==> config.mk <==
export PLATFORM = sky130hd
export DESIGN_NAME = pipe_ctrl_unit
export DESIGN_NICKNAME = d
export VERILOG_FILES = /design/src/rtl/pipe_ctrl_unit.sv
export SDC_FILE = /design/constraint.sdc
export NUM_CORES = 1
export LEC_CHECK = 0
export ABC_AREA = 1
export BUFFER_PORTS_ARGS = -buffer_cell sky130_fd_sc_hd__buf_2
export CORE_MARGIN = 8
export CORE_UTILIZATION = 35
export CTS_CLUSTER_SIZE = 16
export DETAILED_ROUTE_END_ITERATION = 8
export HOLD_SLACK_MARGIN = 0.12
export SKIP_LAST_GASP = 1
export SYNTH_ARGS = -nofsm -noshare
export SYNTH_HDL_FRONTEND = slang
export SYNTH_SLANG_ARGS = --single-unit
export TNS_END_PERCENT = 1
==> constraint.sdc <==
create_clock -name clk_in -period 1.8 [get_ports clk_in]
set_clock_uncertainty 0.15 [all_clocks]
set_input_delay 0.27 -clock clk_in [delete_from_list [all_inputs] [get_ports clk_in]]
set_output_delay 0.27 -clock clk_in [all_outputs]
set_load 0.01 [all_outputs]
==> src/rtl/pipe_ctrl_unit.sv <==
// Pipeline control unit: boot sequencing, next-PC source selection, stretched flush,
// stall/halt handling and a saturating redirect counter.
module pipe_ctrl_unit #(
   parameter int unsigned BOOT_CYCLES = 2,
   parameter int unsigned FLUSH_DEPTH = 2,
   parameter int unsigned CNT_W       = 8
) (
   input  logic             clk_in,
   input  logic             rst_n_in,
   input  logic             trap_in,
   input  logic             jump_in,
   input  logic             branch_taken_in,
   input  logic             stall_in,
   input  logic             halt_in,
   input  logic             resume_in,
   output logic             flush_out,
   output logic [1:0]       pc_src_out,
   output logic             pc_we_out,
   output logic [2:0]       state_out,
   output logic [CNT_W-1:0] redirect_cnt_out
);

   localparam int unsigned CtrMax = (BOOT_CYCLES > FLUSH_DEPTH) ? BOOT_CYCLES : FLUSH_DEPTH;
   localparam int unsigned CtrW   = $clog2(CtrMax + 2);

   localparam logic [CtrW-1:0] BootLoad  = (BOOT_CYCLES > 0) ? CtrW'(BOOT_CYCLES - 1) : '0;
   localparam logic [CtrW-1:0] FlushLoad = (FLUSH_DEPTH > 1) ? CtrW'(FLUSH_DEPTH - 2) : '0;

   localparam logic [1:0] SrcVec    = 2'b00;
   localparam logic [1:0] SrcBranch = 2'b01;
   localparam logic [1:0] SrcJump   = 2'b10;
   localparam logic [1:0] SrcSeq    = 2'b11;

   typedef enum logic [2:0] {
      StReset = 3'd0,
      StBoot  = 3'd1,
      StRun   = 3'd2,
      StFlush = 3'd3,
      StHalt  = 3'd4
   } state_e;

   state_e            state_q, state_d;
   logic [CtrW-1:0]   ctr_q, ctr_d;
   logic [CNT_W-1:0]  rcnt_q, rcnt_d;
   logic              redirect;

   assign redirect = trap_in | jump_in | branch_taken_in;

   always_ff @(posedge clk_in or negedge rst_n_in) begin
      if (!rst_n_in) begin
         state_q <= StReset;
         ctr_q   <= '0;
         rcnt_q  <= '0;
      end else begin
         state_q <= state_d;
         ctr_q   <= ctr_d;
         rcnt_q  <= rcnt_d;
      end
   end

   always_comb begin
      state_d = state_q;
      ctr_d   = ctr_q;
      rcnt_d  = rcnt_q;
      unique case (state_q)
         StReset: begin
            if (BOOT_CYCLES == 0) begin
               state_d = StRun;
            end else begin
               state_d = StBoot;
               ctr_d   = BootLoad;
            end
         end
         StBoot: begin
            if (ctr_q == '0) state_d = StRun;
            else             ctr_d   = ctr_q - CtrW'(1);
         end
         StRun: begin
            if (redirect) begin
               if (rcnt_q != '1) rcnt_d = rcnt_q + CNT_W'(1);
               // A single-cycle flush needs no FLUSH state at all
               if (FLUSH_DEPTH > 1) begin
                  state_d = StFlush;
                  ctr_d   = FlushLoad;
               end
            end else if (halt_in) begin
               state_d = StHalt;
            end
         end
         StFlush: begin
            if (ctr_q == '0) state_d = StRun;
            else             ctr_d   = ctr_q - CtrW'(1);
         end
         StHalt: begin
            if (resume_in) state_d = StRun;
         end
         default: begin
            state_d = StReset;
            ctr_d   = '0;
         end
      endcase
   end

   always_comb begin
      flush_out  = 1'b1;
      pc_src_out = SrcVec;
      pc_we_out  = 1'b0;
      unique case (state_q)
         StBoot: begin
            pc_we_out = 1'b1;
         end
         StRun: begin
            if (trap_in) begin
               pc_we_out = 1'b1;
            end else if (jump_in) begin
               pc_src_out = SrcJump;
               pc_we_out  = 1'b1;
            end else if (branch_taken_in) begin
               pc_src_out = SrcBranch;
               pc_we_out  = 1'b1;
            end else begin
               flush_out  = 1'b0;
               pc_src_out = SrcSeq;
               pc_we_out  = !(halt_in | stall_in);
            end
         end
         StFlush: begin
            pc_src_out = SrcSeq;
            pc_we_out  = !stall_in;
         end
         StHalt: begin
            flush_out  = 1'b0;
            pc_src_out = SrcSeq;
         end
         default: begin
            flush_out  = 1'b1;
            pc_src_out = SrcVec;
            pc_we_out  = 1'b0;
         end
      endcase
   end

   assign state_out        = state_q;
   assign redirect_cnt_out = rcnt_q;

endmodule

Word level (Yosys, flattened, before mapping)
Index checks and enable logic that the tools add are counted.
- multiplexer cells: 20
- reduce and logical (&&, ||, !) cells: 9
- $add $sub $neg: 2
- bitwise logic cells: 4
- equal/unequal tests: 10
- operators with widths (kind ; count):
    two-way mux 3 bit ; 4
    case mux 3 bit (4 select lines) ; 1
    two-way mux 2 bit ; 5
    AND reduction 3 bit ; 3
    adder 8 x 1 -> 8 bit (second input constant) ; 1
    inequality test 8 bit (second input constant) ; 1
    case mux 2 bit (4 select lines) ; 1
    == test 3 x 2 -> 1 bit (second input constant) ; 2
    two-way mux 1 bit ; 6
    inequality test 2 bit (second input constant) ; 3
    case mux 2 bit (2 select lines) ; 1
    OR reduction 2 bit ; 2
    == test 3 x 1 -> 1 bit (second input constant) ; 1
    == test 3 bit (second input constant) ; 1
    zero test 3 bit ; 1
    inequality test 3 bit (second input constant) ; 1
    bitwise OR 1 bit ; 3
    case mux 1 bit (3 select lines) ; 1
    zero test 1 bit ; 2
    zero test 2 bit ; 1
    inequality test 2 x 1 -> 1 bit (second input constant) ; 1
    case mux 1 bit (2 select lines) ; 1
    subtractor 2 x 1 -> 2 bit (second input constant) ; 1
    inverter 1 bit ; 1
- input bits: 8
- logic and storage cells: 48
- output and inout bits: 15
- register bits after elaboration: 13

Depth between registers and ports, before layout
- word-level depth: 6
- gate-level depth with buffers: 9
- mapped depth without buffers: 9

Worst setup path before layout
Ideal clock, no wire load.
- path type: reg2out
- from: register state_q[2] (netlist: state_out[2])
- to: output port pc_src_out[1]
- stages on the path, launching flop included: 6
- data arrival time: 1.178 ns
- path buffers: 0
- slack: 0.202 ns
- data required time: 1.380 ns
- cell sequence: dfrtp_1 -> inv_2 -> nand2_2 -> nor2_4 -> inv_1 -> o31ai_1
- cells in the longest elaborated chain, start to end: 3
- elaborated cells between the ends (all ways): 5
- those cells by class: 3 x eq/ne; 1 x mux; 1 x reduce/logical
- ends and longest elaborated chain (item ; line ; RTL):
    start, declared ; 42 ; state_e state_q, state_d;
    start signal, assigned ; 51 ; state_q <= StReset;
    start signal, assigned ; 55 ; state_q <= state_d;
    == test 3 bit or == test 3 x 2 -> 1 bit (tied branches) ; 108 ; unique case (state_q)
    OR reduction 2 bit (no source line) ; n/a ;
    case mux 2 bit (2 select lines) (*) ; 108 ;
    end, declared ; 17 ; output logic [1:0] pc_src_out,
Mark *: on every way between the ends. The rest lies on a longest branch, timed or not.

Worst setup path in the final report
- from: register state_q[0] (netlist: state_out[0])
- to: output port pc_src_out[1]
Same word-level chain as after synthesis.

==> results_dict.tcl <==
set metrics [dict create \
    status "complete, but fails checks" \
    violations "setup timing" \
    slowest_stage "dfrtp_2" \
    clock_power_share_pct 11.7 \
    vias 903 \
    maxCapViolations 0 \
    fill_cells 250 \
    synthArstFlopShare_pct 100 \
    finalMaxSlewViolations 0 \
    powerDensity_nw_per_um2 1440 \
    synth.most_common_cell "nand2_1" \
    core-area_um2 2430 \
    setup_ws_ns -0.0332 \
    finalCritPeriodShare_pct 102 \
    synth_top_area_share_pct 37.1 \
    numPortBuffers 22 \
    grt_usage_pct 10.9 \
    clockBufferDepth 2 \
    r2r_end "redirect_cnt_out[6]" \
    antenna_found_initial 0 \
    end_kind "output pin" \
    synthesis.instances 131 \
    cp_top_family "flip-flops" \
    grt_max_degree 14 \
    syn_nets 141 \
    placed_cell_area_um2 1020 \
    ir_drop_uv 653 \
    drtAntennaViolNets 0 \
    drcViolationCount 0 \
    cp_cell_sequence "nor2_4, nand2_2, o21ai_1, inv_1, o31ai_2, buf_2" \
    grt-ovfl-total 0 \
    cp.required_ns 1.38 \
    layoutNonFillerInstCount 193 \
    hold_viol_final 0 \
    switchingPower_mw 0.762 \
    cts_tree "built" \
    synthTopCellsByCount "54 x nand2_1, 17 x inv_1, 13 x dfrtp_1" \
    worstReg2RegStart "redirect_cnt_out[0]" \
    drive_gt1_share_pct 28.2 \
    n_antenna_cell 0 \
    die_y_um 66.1 \
    path_class "register to output pin" \
    dp.cells 183 \
    tns_ns -0.0456 \
    combPwrFrac_pct 55.7 \
    first_global_vias 913 \
    rsz0062_at_grt "true" \
    period_minus_slack_ns 1.83 \
    fmax_mhz 545 \
    netlist_top_cells_area "dfrtp_1 37%, nand2_1 23%, inv_1 7.3%" \
    cts_made_buffers 3 \
    post-route-util_pct 46.2 \
    synth_top_cell_by_area "dfrtp_1" \
    routed_via_density 4.68 \
    hpwl_um 1620 \
    rr_worst_depth 8 \
    path_buf_inv 2 \
    yosys_most_used_dff "dfrtp_1" \
    rows 18 \
    p_leak_nw 0.636 \
    cts-root-buf "clkbuf_4" \
    cts_sinks 13 \
    wl_per_cell_um 11.1 \
    ioPinCount 23 \
    grt_pass1_wl_um 3860 \
    netlist_area_um2 877 \
    initial_core_util_pct 36.1 \
    synth_edf_count 0 \
    worst_slew_pin_slew_ns 0.326 \
    ys_seq_area_share_pct 37.1 \
    wl_um 2140 \
    slew_headroom_pct 78.3 \
    hold_path_class "primary input to async pin" \
    syn_to_final_growth_pct 28.1 \
    htree_levels 1 \
    dr.pass1.iters 4 \
    arrival_ns 1.41 \
    cp_max_fo 7 \
    drtIter0Drc 47 \
    worst_setup_path_start_kind "register" \
    yosysWarnings 0 \
    crit_path_max_incr_delay_ns 0.49 \
    place_congestion 0.891 \
    r2r_slack_ns 0.25 \
    clock_latency_ns 0.28 \
    fp.dieW_um 66.1 \
    synth_cell_types 22 \
    pwr-share-seq_pct 32.6 \
    p_int_mw 0.850 \
    nNetsFinal 174 \
    whs_ns 0.258 \
    die-area_um2 4360 \
    swShare_pct 47.3 \
    ys_ff_latch 13 \
    clk_pin_slew_ns 0.09 \
    syn_area_per_cell_um2 6.70 \
    setup_viol 2 \
    design_area_um2 1120 \
]
==> registers in the layout, summed over array words and instances, names as in the netlist <==
register          count
redirect_cnt_out      8
state_out             3
ctr_q                 2
==> worst reg2reg max path, cell delays in order, from the launching register on <==
cell     delay [ns]
dfrtp_1        0.43
ha_1           0.24
nand2_1        0.13
nor2_2         0.06
nand2_1        0.10
nand3_4        0.15
inv_4          0.13
nand2_1        0.06
nand2_1        0.05
==> cell usage in the layout, fill, tap and decap left out <==
master         count
nand3_4            1
nand2_1           53
xnor2_1            1
a22oi_1            1
a21oi_1            2
inv_2              5
o211ai_1           1
o31ai_2            1
dfrtp_1           10
inv_1             16
buf_4              2
nand3b_1           1
dfrtp_2            3
dlygate4sd3_1      3
nand2_2            3
buf_2             22
nor2_1             7
o21ai_0            4
clkbuf_4           3
clkbuf_1           1
nand3_1            8
or2_0              1
nor2_2             2
nor2_4             2
ha_1               2
buf_6              1
inv_4              1
o21ai_1            4
xor2_1             2
==> power by group through the flow <==
stage	registers [mW]	clock network [mW]	logic, mW
2_1_floorplan	0.538	0	0.548
3_3_place_gp	0.519	0	0.819
3_5_place_dp	0.520	0	0.827
4_1_cts	0.528	0.198	0.859
5_1_grt	0.545	0.205	1.04
6_report	0.526	0.188	0.898
==> layout make-up <==
cell class                 count  area [µm²]  share of cell area (%)
tap                           30        37.5                    3.34
clock buffer                   4        26.3                    2.34
sequential                    13         329                    29.3
timing repair buffer          28         166                    14.8
multi-input combinational     96         479                    42.7
inverter                      22        85.1                    7.57
==> worst max-delay path by stage <==
stage	from	to	depth (start not counted)
6_report	state_out[0]	pc_src_out[1]	6
2_1_floorplan	state_out[2]	pc_src_out[1]	5
3_3_place_gp	state_out[2]	pc_src_out[1]	6
3_5_place_dp	state_out[2]	pc_src_out[1]	6
5_1_grt	state_out[0]	pc_src_out[1]	6
4_1_cts	state_out[2]	pc_src_out[1]	6
==> what timing repair did <==
item                       CTS  global route
hold buffers                 3             0
hold endpoints to repair    14             0
setup buffers                2             1
gates resized for setup      4             6
pin swaps                    1             2
setup endpoints to repair    4             4
==> per-layer routing <==
layer  GRT usage [%]  part of all wire [%]
met1            12.2                    42
met2            18.8                    50
met4            1.33                     0
met5               0                     0
met3            5.08                   7.8
==> cell families after synthesis <==
kind of cell    share of synthesized area [%]
compound gates                           8.28
fa+ha+maj                                2.85
buf+inv                                  9.70
simple gates                             39.1
flops                                    37.1
xor+xnor                                 3.00
==> stage by stage <==
stage	setup WS [ns]	power [mW]
after CTS	-0.0634	1.58
after floorplan	0.202	1.09
after detailed placement	0.151	1.35
final	-0.0332	1.61
after global placement	0.210	1.34
after global routing	-0.128	1.79
(Power assumes the default switching activity.)
